===== config.mk =====
export PLATFORM = sky130hd
export DESIGN_NAME = div_cu
export DESIGN_NICKNAME = d
export VERILOG_FILES = /design/src/rtl/div_cu_pkg.sv /design/src/rtl/div_cu.sv
export SDC_FILE = /design/constraint.sdc
export NUM_CORES = 1
export LEC_CHECK = 0
export ABC_AREA = 1
export CAP_MARGIN = 0
export CORE_AREA = 2 2 39 41
export CTS_BUF_LIST = sky130_fd_sc_hd__clkbuf_8
export DETAILED_ROUTE_END_ITERATION = 10
export DIE_AREA = 0 0 41 43
export PLACE_DENSITY = 0.83
export SKIP_LAST_GASP = 1
export SYNTH_ARGS = -nofsm -noshare
export SYNTH_HDL_FRONTEND = slang
export SYNTH_SLANG_ARGS = --single-unit

===== constraint.sdc =====
create_clock -name CLK -period 2.2 [get_ports CLK]
set_input_delay 0.44 -clock CLK [delete_from_list [all_inputs] [get_ports CLK]]
set_output_delay 0.44 -clock CLK [all_outputs]
set_load 0.1 [all_outputs]

===== src/rtl/div_cu_pkg.sv =====
// Shared constants for the 4-bit restoring divider control unit.
// Also holds the state encodings and the bundle of control outputs.
package div_cu_pkg;

  localparam int WIDTH = 4;
  localparam int ITER  = 4;
  localparam logic [WIDTH-1:0] ITER_N = WIDTH'(ITER);

  localparam logic [2:0] IDLE  = 3'd0;
  localparam logic [2:0] INIT  = 3'd1;
  localparam logic [2:0] CHECK = 3'd2;
  localparam logic [2:0] SHIFT = 3'd3;
  localparam logic [2:0] SUB   = 3'd4;
  localparam logic [2:0] FINAL = 3'd5;
  localparam logic [2:0] DONE  = 3'd6;
  localparam logic [2:0] ERR   = 3'd7;

  typedef struct packed {
    logic ud_ce;
    logic ud_ld;
    logic ud_ud;
    logic s0;
    logic s1;
    logic s2;
    logic r_ld;
    logic r_sl;
    logic r_sr;
    logic x_ld;
    logic x_sl;
    logic x_right_in;
    logic y_ld;
    logic done;
    logic err;
  } ctrl_t;

endpackage


===== src/rtl/div_cu.sv =====
// Control unit for the restoring-division datapath: sequences load, shift and
// subtract steps, builds the quotient bit by bit and flags divide-by-zero.
module div_cu
  import div_cu_pkg::*;
(
  input  logic             CLK,
  input  logic             RST,
  input  logic             go,
  input  logic [WIDTH-1:0] R_lt_Y,
  input  logic [WIDTH-1:0] cnt_out,
  input  logic             error,
  output logic             udCE,
  output logic             udLD,
  output logic             udUD,
  output logic             s0,
  output logic             s1,
  output logic             s2,
  output logic             rLD,
  output logic             rSL,
  output logic             rSR,
  output logic             xLD,
  output logic             xSL,
  output logic             xRightIn,
  output logic             yLD,
  output logic [WIDTH-1:0] n,
  output logic             done,
  output logic             err
);

  logic [2:0] state;
  logic [2:0] next_state;
  logic       qbit;
  logic       next_qbit;
  ctrl_t      ctrl;
  logic       unused_lt;

  // Only the LSB of the comparator bus carries the R < Y result.
  assign unused_lt = ^R_lt_Y[WIDTH-1:1];

  always_ff @(posedge CLK) begin
    if (RST) begin
      state <= IDLE;
      qbit  <= 1'b0;
    end else begin
      state <= next_state;
      qbit  <= next_qbit;
    end
  end

  always_comb begin
    next_state = state;
    next_qbit  = qbit;
    ctrl       = '0;
    case (state)
      IDLE: begin
        if (go) next_state = INIT;
      end
      INIT: begin
        ctrl.x_ld  = 1'b1;
        ctrl.y_ld  = 1'b1;
        ctrl.r_ld  = 1'b1;
        ctrl.ud_ld = 1'b1;
        next_qbit  = 1'b0;
        next_state = CHECK;
      end
      CHECK: begin
        next_state = error ? ERR : SHIFT;
      end
      SHIFT: begin
        ctrl.r_sl       = 1'b1;
        ctrl.x_sl       = 1'b1;
        ctrl.x_right_in = qbit;
        ctrl.ud_ce      = 1'b1;
        next_state      = SUB;
      end
      SUB: begin
        // Restore step: R keeps its value when it is already below Y.
        ctrl.r_ld  = ~R_lt_Y[0];
        ctrl.s0    = ~R_lt_Y[0];
        next_qbit  = ~R_lt_Y[0];
        next_state = (cnt_out == '0) ? FINAL : SHIFT;
      end
      FINAL: begin
        ctrl.x_sl       = 1'b1;
        ctrl.x_right_in = qbit;
        next_state      = DONE;
      end
      DONE: begin
        ctrl.done = 1'b1;
        ctrl.s1   = 1'b1;
        ctrl.s2   = 1'b1;
        if (!go) next_state = IDLE;
      end
      ERR: begin
        ctrl.done = 1'b1;
        ctrl.err  = 1'b1;
        if (!go) next_state = IDLE;
      end
      default: begin
        next_state = IDLE;
      end
    endcase
  end

  assign udCE     = ctrl.ud_ce;
  assign udLD     = ctrl.ud_ld;
  assign udUD     = ctrl.ud_ud;
  assign s0       = ctrl.s0;
  assign s1       = ctrl.s1;
  assign s2       = ctrl.s2;
  assign rLD      = ctrl.r_ld;
  assign rSL      = ctrl.r_sl;
  assign rSR      = ctrl.r_sr;
  assign xLD      = ctrl.x_ld;
  assign xSL      = ctrl.x_sl;
  assign xRightIn = ctrl.x_right_in;
  assign yLD      = ctrl.y_ld;
  assign n        = ITER_N;
  assign done     = ctrl.done;
  assign err      = ctrl.err;

endmodule


## Yosys cells after proc, flatten, opt, wreduce, memory -nomap -nowiden

Index checks and enable logic that the tools add are counted.

| storage, ports and cells | value |
|---|---|
| flip-flop bits (word level) | 4 |
| bits of input ports | 12 |
| output and inout port bits | 19 |

| operators by class | value |
|---|---|
| eq/ne operators | 9 |
| multiplexer cells | 14 |
| bitwise operators | 1 |
| reductions and logical operators | 6 |

Operators by type and width:

| operator | number |
|---|---|
| 3-bit one-hot mux with 7 select lines | 1 |
| 3-bit equality test, second input constant | 4 |
| 3-bit two-way mux | 4 |
| 3-bit by 2-bit equality test with 1-bit output, second input constant | 2 |
| 1-bit two-way mux | 5 |
| 4-bit logical NOT | 1 |
| 2-bit two-way mux | 2 |
| 2-bit inequality test, second input constant | 2 |
| 1-bit one-hot mux with 2 select lines | 2 |
| 2-bit OR reduction | 2 |
| 3-bit by 1-bit equality test with 1-bit output, second input constant | 1 |
| 3-bit logical NOT | 1 |
| 2-bit AND reduction | 1 |
| 2-bit nonzero test | 1 |
| 1-bit NOT | 1 |

## Depth between registers and ports, before layout

| logic depth | value |
|---|---|
| depth in word-level cells | 4 |
| depth in mapped cells | 7 |
| gate-level depth less buffers | 7 |

## Least setup slack after synthesis

Ideal clock, no wire load.

| path | value |
|---|---|
| path kind | reg-to-output |
| start point | reg state[1] |
| end point | out udCE |
| data arrival time | 2,268 ps |
| required time | 1,760 ps |
| setup slack | -508 ps |
| stages on the path, launching flop included | 4 |
| buffers on the path | 1 |
| path through | dfxtp_1 nand2_1 nor2_1 buf_4 |

| on the way | value |
|---|---|
| word-level cells in the longest chain between the ends | 2 |

RTL lines:

| element | line | RTL |
|---|---|---|
| from (decl) | div_cu.sv:30 | `logic [2:0] state;` |
| from (signal assigned) | div_cu.sv:45 | `state <= next_state;` |
| 3-bit by 2-bit equality test with 1-bit output | -- |  |
| 1-bit two-way mux | -- |  |
| to (decl) | div_cu.sv:12 | `output logic udCE,` |

No other way between the ends.

## Final worst setup path

| path | value |
|---|---|
| start point | in R_lt_Y[0] |
| end point | out rLD |

| on the way | value |
|---|---|
| word-level cells in the longest chain between the ends | 2 |

RTL lines:

| element | line | RTL |
|---|---|---|
| from (decl) | div_cu.sv:9 | `input logic [WIDTH-1:0] R_lt_Y,` |
| 1-bit NOT | div_cu.sv:78 | `ctrl.r_ld = ~R_lt_Y[0];` |
| 1-bit one-hot mux with 2 select lines | div_cu.sv:54 | `case (state)` |
| to (decl) | div_cu.sv:18 | `output logic rLD,` |

No other way between the ends.

==> impl_metrics.json <==
{
  "status": "completed",
  "tns_ns": 0,
  "ctsHoldBuffers": 0,
  "worst-path-buf-inv": 2,
  "final_cell_mix": "nand2_1 (15), buf_12 (13), inv_1 (12)",
  "synth_cells": 65,
  "grt_usage": 0.127,
  "max_stage_delay_ns": 0.40,
  "p_per_area_nw_per_um2": 1590,
  "synth_top_family_by_area": "simple AND/OR/NAND/NOR gates",
  "synth_top_area_cell": "dfxtp_1",
  "required_ns": 1.76,
  "gp_congestion": 0.710,
  "synth.top_cells.by_area": "dfxtp_1 (21%), buf_4 (20%), nand2_1 (15%), inv_1 (12%), nand3_1 (6.6%)",
  "numPortBuffers": 21,
  "antenna_found_initial": 0,
  "post-route-util": 0.524,
  "dp_cells": 96,
  "worst_ir_drop_vdd_mv": 0.785,
  "grt_max_degree": 8,
  "final_common_cell": "nand2_1",
  "cts_made_buffers": 3,
  "muxShareOfSynthArea": 0,
  "cts_tree": "yes",
  "setup_viol": 0,
  "routed_via_density": 4.17,
  "coreArea_um2": 1380,
  "rsz0062_at_grt": "no",
  "p_leak_nw": 0.381,
  "area_delta_synth_final_pct": 91.4,
  "synth_cell_type_count": 13,
  "firstDrtPassIters": 3,
  "ioPinCount": 31,
  "diodes": 0,
  "place.detailed.hpwl_um": 755,
  "cts.sinks": 4,
  "drv_slew": 0,
  "start_util": 0.274,
  "grt_pass1_vias": 386,
  "synth-adder-area-share": 0,
  "worst_setup_path_end_kind": "output port",
  "worstPathCellList": "clkdlybuf4s50_1 -> or2_4 -> nand2_1 -> buf_12",
  "syn_avg_cell_area_um2": 5.83,
  "routed_wl_um": 877,
  "max-clock-path-buffers": 2,
  "synth_compound_area_frac": 0.0759,
  "cts-resized-gates": 0,
  "crit_path_start_kind": "primary input",
  "ys_seq_elements": 4,
  "period_needed_ns": 1.84,
  "wl_per_cell_um": 8.86,
  "drt.antenna.violating_nets": 0,
  "worst_ep_arrival_time_ns": 1.40,
  "ys_seq_area_frac": 0.211,
  "die-area_um2": 1760,
  "finalNetCount": 97,
  "vias": 413,
  "fin_worst_skew_ns": 0.00203,
  "yosys_warnings": 0,
  "grt_pass1_wl_mm": 1.48,
  "overflow": 0,
  "drcViolationCount": 0,
  "drive_gt1_frac": 0.277,
  "die_w_um": 41,
  "period_share": 0.835,
  "multi_input_area_um2": 191,
  "clk_latency_ns": 0.22,
  "worst-path-max-fanout": 3,
  "cts_setup_buffers": 0,
  "fmax_mhz": 544,
  "num_rows": 14,
  "timing_hold_violations_final": 0,
  "setup_ws_ns": 0.363,
  "instances_no_fill": 99,
  "cts-root-buf": "clkbuf_8",
  "synth_area_um2": 379,
  "yosys.area_share.xor_xnor": 0,
  "synth.top_cell.area_share": 0.211,
  "hold_path.class": "flop to flop",
  "maxCapViolations": 0,
  "worstSetupPathType": "primary input to output port",
  "clk_pin_slew_worst_paths_ns": 0.03,
  "dp_worst_setup_slack_ns": 0.353,
  "path_delay_family": "buffers and inverters",
  "slowest_stage": "clkdlybuf4s50_1",
  "synth-simple-area-share": 0.356,
  "seqCellArea_um2": 80.1,
  "drt_iter0_markers": 6,
  "cts.htree.levels": 1,
  "die_y_um": 43,
  "fillers": 126
}
-- metrics by stage --
stage	cell area (µm²)	hold WS, ns	power (mW)
detailed placement	684	0.483	1.00
global placement	684	0.476	0.992
floorplan	399	0.459	0.744
global route	726	0.533	1.20
CTS	726	0.489	1.16
finish	726	0.488	1.15
-- layout make-up --
type	count	area share
timing repair buffer	21	0.469
multi-input combinational	41	0.264
sequential	4	0.110
inverter	14	0.0724
clock buffer	3	0.0569
tap	16	0.0276
-- where the power goes --
part           internal (mW)  switching, mW
logic                  0.270          0.598
registers             0.0955         0.0370
clock network          0.116         0.0361
total                  0.482          0.671
-- worst reg2reg max path, delay by kind of cell (launching register included) --
| family | cells | cell delay [ns] |
|---|---|---|
| AO/OA/AOI/OAI | 1 | 0.08 |
| buffers and inverters | 1 | 0.08 |
| flip-flops | 1 | 0.44 |
| AND/OR/NAND/NOR | 5 | 0.45 |
-- logic make-up (layout without fill, tap and decap cells) --
group                  Yosys count  in the layout
AND/OR/NAND/NOR                 30             30
other                            2              6
AO/OA/AOI/OAI                    5              5
buffers and inverters           24             38
flip-flops                       4              4
-- final timing paths --
kind / from / to / slack (ns) / cells after the start
hold reg to reg: qbit / qbit / 0.49 / 2
setup reg to reg: state[1] / state[2] / 1.04 / 7
hold / removal: qbit / qbit / 0.49 / 2
setup / recovery: R_lt_Y[0] / rLD / 0.36 / 4
-- routing by layer --
metal / track usage / part of all wire / wire, µm / up-vias
met5: 0 / 0 / 0 / -
met4: 0.100 / 0.023 / 20 / 0
met3: 0.0366 / 0.088 / 77 / 2
met2: 0.191 / 0.54 / 477 / 16
met1: 0.138 / 0.34 / 302 / 178
li1: - / - / - / 217
-- Yosys cell counts, drive strengths merged --
cell type / number
inv: 14
dfxtp: 4
conb: 2
nand4: 2
a21oi: 5
or2: 1
nand2: 15
buf: 10
nor2: 6
nand3: 6
-- sequential cells by signal, summed over array words and instances (netlist names) --
register,count
state,3
qbit,1
Note: power is estimated with default switching activity, not from simulation.
